`src/rtl/vram_arbiter.sv`:
```
// vram_arbiter: shares the single port of the 64 x 2-bit bicolor frame memory
// between the LED-matrix scanner (read only), the game logic (read/write) and
// an internal clear engine that fills the whole frame with one colour code.
//
// Ports:
//   clk, nrst                     clock, synchronous active-high reset
//   disp_req/disp_addr            scanner read request and address
//   disp_gnt                      scanner owns the memory port this cycle
//   disp_rvalid/disp_rdata        scanner read return, one cycle after grant
//   game_req/game_we/game_addr/
//   game_wdata                    game access request (write when game_we)
//   game_gnt                      game owns the memory port this cycle
//   game_rvalid/game_rdata        game read return, one cycle after grant
//   clr_req/clr_value             start a full-frame fill with clr_value
//   clr_busy/clr_done             fill in progress / one-cycle end pulse
//   mem_addr/mem_we/mem_wdata     memory port command
//   mem_rdata                     memory read data, one cycle after address
module vram_arbiter #(
  parameter int AW     = 6,
  parameter int DW     = 2,
  parameter int STARVE = 3
) (
  input  logic          clk,
  input  logic          nrst,
  input  logic          disp_req,
  input  logic [AW-1:0] disp_addr,
  output logic          disp_gnt,
  output logic          disp_rvalid,
  output logic [DW-1:0] disp_rdata,
  input  logic          game_req,
  input  logic          game_we,
  input  logic [AW-1:0] game_addr,
  input  logic [DW-1:0] game_wdata,
  output logic          game_gnt,
  output logic          game_rvalid,
  output logic [DW-1:0] game_rdata,
  input  logic          clr_req,
  input  logic [DW-1:0] clr_value,
  output logic          clr_busy,
  output logic          clr_done,
  output logic [AW-1:0] mem_addr,
  output logic          mem_we,
  output logic [DW-1:0] mem_wdata,
  input  logic [DW-1:0] mem_rdata
);

  typedef enum logic {IDLE, CLEAR} state_t;

  state_t        state, state_next;
  logic [AW-1:0] clr_cnt;
  logic [DW-1:0] fill_reg;
  logic [1:0]    wait_cnt;
  logic [AW-1:0] last_addr;
  logic [DW-1:0] last_wdata;
  logic [DW-1:0] disp_rdata_q;
  logic [DW-1:0] game_rdata_q;
  logic          game_starved;
  logic          clr_last;

  assign game_starved = (wait_cnt == 2'(STARVE));
  assign clr_last     = &clr_cnt;
  assign clr_busy     = (state == CLEAR);

  // Read data is presented in the rvalid cycle straight from the memory and
  // captured there, so it stays stable until the next read of that port.
  assign disp_rdata = disp_rvalid ? mem_rdata : disp_rdata_q;
  assign game_rdata = game_rvalid ? mem_rdata : game_rdata_q;

  // Arbitration and memory port mux. With no winner the port keeps its last
  // address and data so the memory bus does not toggle needlessly. While
  // reset is asserted nothing is granted and no write is issued, which is what
  // stops an interrupted clear from writing its current cell.
  always_comb begin
    state_next = state;
    disp_gnt   = 1'b0;
    game_gnt   = 1'b0;
    mem_we     = 1'b0;
    mem_addr   = last_addr;
    mem_wdata  = last_wdata;
    if (!nrst) begin
      case (state)
        IDLE: begin
          if (clr_req) state_next = CLEAR;
          if (game_req && game_starved) game_gnt = 1'b1;
          else if (disp_req)            disp_gnt = 1'b1;
          else if (game_req)            game_gnt = 1'b1;
          if (disp_gnt) begin
            mem_addr = disp_addr;
          end else if (game_gnt) begin
            mem_addr  = game_addr;
            mem_we    = game_we;
            mem_wdata = game_wdata;
          end
        end
        CLEAR: begin
          mem_we    = 1'b1;
          mem_addr  = clr_cnt;
          mem_wdata = fill_reg;
          if (clr_last) state_next = IDLE;
        end
        default: state_next = IDLE;
      endcase
    end
  end

  // State, clear counter, starvation counter and read-return pipeline.
  always_ff @(posedge clk) begin
    if (nrst) begin
      state        <= IDLE;
      clr_cnt      <= '0;
      fill_reg     <= '0;
      wait_cnt     <= '0;
      last_addr    <= '0;
      last_wdata   <= '0;
      disp_rvalid  <= 1'b0;
      game_rvalid  <= 1'b0;
      disp_rdata_q <= '0;
      game_rdata_q <= '0;
      clr_done     <= 1'b0;
    end else begin
      state       <= state_next;
      last_addr   <= mem_addr;
      last_wdata  <= mem_wdata;
      disp_rvalid <= disp_gnt;
      game_rvalid <= game_gnt & ~game_we;
      if (disp_rvalid) disp_rdata_q <= mem_rdata;
      if (game_rvalid) game_rdata_q <= mem_rdata;
      clr_done <= (state == CLEAR) && clr_last;

      if (state == IDLE) begin
        if (clr_req) begin
          fill_reg <= clr_value;
          clr_cnt  <= '0;
        end
        // Denials accumulate only while the game keeps asking; the count
        // saturates so the starved game keeps priority until served.
        if (!game_req || game_gnt)  wait_cnt <= '0;
        else if (!game_starved)     wait_cnt <= wait_cnt + 2'd1;
      end else begin
        // Natural wrap takes clr_cnt from the last cell back to 0 on exit.
        clr_cnt <= clr_cnt + 1'b1;
      end
    end
  end

endmodule

```
`config.mk`:
```
export PLATFORM = sky130hd
export DESIGN_NAME = vram_arbiter
export DESIGN_NICKNAME = d
export VERILOG_FILES = /design/src/rtl/vram_arbiter.sv
export SDC_FILE = /design/constraint.sdc
export NUM_CORES = 1
export LEC_CHECK = 0
export CAP_MARGIN = 25
export CELL_PAD_IN_SITES_DETAIL_PLACEMENT = 1
export CELL_PAD_IN_SITES_GLOBAL_PLACEMENT = 1
export CORE_ASPECT_RATIO = 1.25
export CORE_MARGIN = 2
export CORE_UTILIZATION = 36
export CTS_BUF_LIST = sky130_fd_sc_hd__clkbuf_4
export CTS_CLUSTER_SIZE = 40
export DETAILED_ROUTE_END_ITERATION = 7
export MAX_ROUTING_LAYER = met4
export PLACE_DENSITY = 0.79
export SYNTH_ARGS = -nofsm -noshare
export SYNTH_HDL_FRONTEND = slang
export SYNTH_SLANG_ARGS = --single-unit
```
`constraint.sdc`:
```
create_clock -name clk -period 2.81 [get_ports clk]
set_input_delay 0.843 -clock clk [delete_from_list [all_inputs] [get_ports clk]]
set_output_delay 0.843 -clock clk [all_outputs]
set_load 0.005 [all_outputs]
```
After elaboration in Yosys (flattened, before gate mapping). Index checks and enable logic that the tools add are counted.

Output and inout bits: 19. Register bits: 26.

Muxes and demuxes: 34. Bitwise gates (word level): 3. Add/sub/neg operators: 2. Reductions and logical operators: 8. Eq/ne operators: 2.

Operators with widths (count): $mux W6 (5); $mux W1 (18); $mux W2 (7); $pmux W6 S2 (1); $add A6 B1 Y6 const B (1); $reduce_and A6 Y1 (1); $pmux W1 S2 (2); $pmux W2 S2 (1); $reduce_and A2 Y1 (2); $add A2 B1 Y2 const B (1); $eq A2 B2 Y1 const B (1); $logic_and A1 B1 Y1 (2); $ne A2 B1 Y1 const B (1); $not A1 Y1 (2); $reduce_bool A2 Y1 (1); $and A1 B1 Y1 (1); $logic_not A1 Y1 (1); $logic_or A1 B1 Y1 (1).

Depth between registers and ports, before layout.
Word-level depth: 10. Gate-level depth with buffers: 6. Depth with buffers taken out: 5.

Least setup slack after synthesis. No wires, ideal clock.

Path kind: input port to output port. From: input port game_req. To: output port mem_addr[2]. Data arrival time: 1752 ps. Buffers on the path: 2. Setup slack: 215 ps. Stages on the path: 6. Path through: buf_6 -> buf_8 -> nand4b_1 -> a21oi_1 -> or3_1 -> a21o_1.

Longest elaborated chain between the ends: 9.

RTL lines: start: declaration (RTL line 30) `input logic game_req,`; $mux W1 (RTL line 86) `else if (game_req) game_gnt = 1'b1;`; $mux W1 (RTL line 85) `else if (disp_req) disp_gnt = 1'b1;`; $mux W1 (RTL line 84) `if (game_req && game_starved) game_gnt = 1'b1;`; $mux W1 (RTL line 81) `case (state)`; $mux W1 (RTL line 80) `if (!nrst) begin`; $mux W6 (RTL line 89) `end else if (game_gnt) begin`; $mux W6 (*) (RTL line 87) `if (disp_gnt) begin`; $pmux W6 S2 (*) (RTL line 81); $mux W6 (*) (RTL line 80); end: declaration (RTL line 41) `output logic [AW-1:0] mem_addr,`.

Every way passes the cells marked *; elsewhere a longest branch is shown, timed or not. The select of a mux whose other input is x is not followed.

Worst setup path in the final report.
From: input port game_addr[1]. To: output port mem_addr[1].

Longest elaborated chain between the ends: 4.

RTL lines: start: declaration (RTL line 32) `input logic [AW-1:0] game_addr,`; $mux W6 (RTL line 89); $mux W6 (RTL line 87); $pmux W6 S2 (RTL line 81); $mux W6 (RTL line 80).

Every way passes these cells.

==> summary.txt <==
Outcome
  – Status: finished with violations
  – Failing checks: negative setup slack

Hold path
  – Hold crit path type: reg2reg
  – Worst hold start: fill_reg[1]
  – Worst hold endpoint: fill_reg[1]
  – Hold Path Cell Cnt: 2

CTS
  – CTS hold repair buffers: 0
  – CTS Buf Count: 3
  – CTS root buffer: clkbuf_4
  – CTS H-tree depth: 1
  – Worst-skew pair later-pin latency: 340 ps
  – Num Clock Sinks: 26
  – Worst-path clk slew: ~150 ps
  – CTS Buffer Depth: 2
  – CTS tree: built

Detailed routing
  – Wire per inst: 19.3 um
  – Average vias per placed instance: roughly 5.5
  – Post-DRT Antenna Nets: 0
  – Initial DRT Pass Iterations: 4
  – Iter 0 DRT Violations: 80
  – Routed via count: 1606
  – WL final: between 5000 and 6000 um
  – Drc violations: 0

Floorplan
  – Die height: 75.7 um
  – Die area: 4640 um^2
  – Core ar.: around 4000 um^2
  – Row Count: 26
  – Die W: 61.3 um
  – Starting Density: 0.370
  – Total I/O pin count: 43

Yosys
  – Syn Area/Cell: 8.65 um^2
  – Synth top area share: 0.352
  – Count of cell types in the netlist: 44
  – Mapped Area: 1480 um^2
  – Post-synth EDFFs: 0
  – Post-Synthesis Cells: 171
  – Synthesis-stage register bit count: 26
  – Sequential area share after synthesis: 0.352
  – Top cell type by total area after synthesis: dfxtp_1
  – Asr flop ratio synth: 0
  – Syn_nets: 197
  – Yosys Warn Count: 0
  – Ys flop type: dfxtp_1
  – Top cells by area, synth: dfxtp_1 35%, a21oi_1 6.1%, nand2_1 3.8%

Finish
  – Final net count: 263
  – Area growth from synthesis to layout: 56.4%
  – Share of layout cells above drive strength 1: 0.309
  – Cell Count, Final, Fillers Out: 293
  – Register area: 523 um^2
  – Largest regs: clr_cnt (6), last_addr (6)
  – Multi-input logic area: 956 um^2
  – Design area: 2310 um^2
  – Filler cells: 485

Setup path
  – CP endpoint kind: primary output
  – Worst Path Required: 1970 ps
  – Worst Path Arrival: 2070 ps
  – FF-to-FF Start: wait_cnt[0]
  – Worst Path Class, Setup: in2out
  – Critical Path Max Stage Delay: 410 ps
  – Critical Path Slowest Stage Cell: or3_1
  – R2R Setup Slk: 1220 ps
  – Critical path, cell by cell: dlygate4sd2_1 > mux2i_1 > nor4_1 > or3_1 > a21o_1 > buf_2
  – Critical Path Start Type: input pin
  – Reg2Reg Depth: 8
  – RR Endpoint: last_addr[4]
  – CP Max Fanout: 2
  – Largest delay share family, worst path: simple AND/OR/NAND/NOR gates
  – CP Buf/Inv Count: 2

STA
  – Period utilisation layout: 1.04
  – Fin crit period: 2910 ps
  – Final WS setup: -102 ps
  – Worst relative slew slack: 0.761
  – Max-slew violation count: 0
  – RSZ-0062 raised after global routing: true
  – Final Setup Violations: 6
  – Least-Margin Pin Slew: 357 ps
  – Worst Skew: 3.10 ps
  – Setup tns final: -260 ps
  – F_max: approximately 340 MHz
  – Endpoints failing hold: 0

Place
  – Detail Placement HPWL: 3480 um
  – Post-DP Area: 2030 um^2
  – Input/output buffers: 42
  – DP Cell Count: 275
  – GP Congestion: 0.829

Power and ir drop
  – Max rail drop VDD: 0.231 mV
  – Cell leakage power: 1.01 nW
  – Pwr per Cell Area: 356 nW/um^2
  – Power, Total: 0.000823 W

GRT
  – Vias in the first global route: 1649
  – Pin count of the biggest net entering global routing: 27
  – First-pass GRT wire length: 7850 um
  – GRT Overall Usage: 0.237
  – Gr ovfl total: 0
  – Initial antenna violation count: 1

Job
  – Max cap viols: 0
worst register-to-register path, stage by stage (launching register included):
cell,delay [ps]
dfxtp_2,370
ha_2,220
a21bo_4,250
buf_6,130
nor3_4,150
buf_4,150
a22oi_2,60
buf_4,150
nand3_1,80
cell families (layout without fill, tap and decap cells):
logic type,after synthesis,count (layout),share of synthesized area
flip-flops,26,26,0.352
multiplexers,8,8,0.0575
AO/OA/AOI/OAI,43,43,0.181
other,0,1,0
AND/OR/NAND/NOR,76,76,0.316
adder cells (fa/ha/maj),2,2,0.0169
buffers and inverters,16,81,0.0770
final cells by class:
class,count,area share
well taps,56,0.0303
multi-input cells,129,0.413
diodes,1,0.00108
clock inverters,1,0.00162
flip-flops and latches,26,0.226
inverters,3,0.00487
clock buffers,3,0.00973
repair buffers,74,0.313
where the power goes:
group | internal (W) | switching, W | leakage, nW | total [W]
logic | 0.000135 | 0.000111 | 0.782 | 0.000246
clock network | 0.0000524 | 0.000125 | 0.0154 | 0.000177
registers | 0.000385 | 0.0000142 | 0.213 | 0.000400
layer usage:
layer | vias up | part of all wire | track usage
met5 | - | 0 | -
met1 | 785 | 0.39 | 0.259
met2 | 38 | 0.54 | 0.417
met4 | 0 | 0.051 | 0.126
met3 | 22 | 0.024 | 0.0204
li1 | 761 | - | -
stage by stage:
stage                     hold slack, ps  setup slack [ps]  utilization
after floorplan                      436               215            -
after global placement               442              -753        0.508
after detailed placement             474              -813        0.508
after CTS                            491              -164        0.562
after global routing                 510              -146        0.578
final                                489              -102        0.578
cells in the final DEF (no fill, tap or decap), drive strengths merged, types with 3 or more instances in the layout:
master,Yosys,routed
buf,11,41
mux2,4,4
nand2,15,15
nor2,8,8
or3,6,6
clkbuf,2,4
nor4b,4,4
nand3,4,4
a31oi,6,6
inv,3,3
nand4,4,4
clkdlybuf4s50,0,15
nor3,6,6
a21o,4,4
dlygate4sd2,0,11
mux2i,4,4
nor4,5,5
dfxtp,26,26
nand2b,5,5
dlymetal6s2s,0,3
nand4b,4,4
nor2b,7,7
a21oi,18,18
o21ai,5,5
worst max path at each step:
stage	cells past startpoint	slack [ps]	end	start
2_1_floorplan	6	220	mem_addr[2]	game_req
3_3_place_gp	7	-750	mem_addr[0]	game_req
3_5_place_dp	8	-810	mem_addr[5]	game_req
4_1_cts	10	-160	mem_addr[4]	game_req
5_1_grt	6	-150	mem_addr[1]	game_addr[1]
6_report	6	-100	mem_addr[1]	game_addr[1]
repair_timing:
action,4_1_cts,5_1_grt
resized for setup,81,18
setup endpoints to repair,15,10
gates cloned,1,0
pin swaps,14,9
setup buffers,13,1
Yosys cell counts, types with 3 or more instances:
| cell type | instances |
|---|---|
| a21o_1 | 4 |
| mux2i_1 | 4 |
| a31oi_1 | 6 |
| nor2_1 | 8 |
| nand3_1 | 4 |
| nand4b_1 | 4 |
| or3_1 | 5 |
| nor2b_1 | 7 |
| nor3_1 | 5 |
| a21oi_1 | 18 |
| nand2_1 | 15 |
| nor4b_1 | 3 |
| o21ai_0 | 5 |
| mux2_2 | 4 |
| buf_6 | 4 |
| buf_2 | 4 |
| nor4_1 | 5 |
| dfxtp_1 | 26 |
| nand2b_1 | 5 |
| nand4_1 | 3 |
Note: power is estimated with default switching activity, not from simulation.
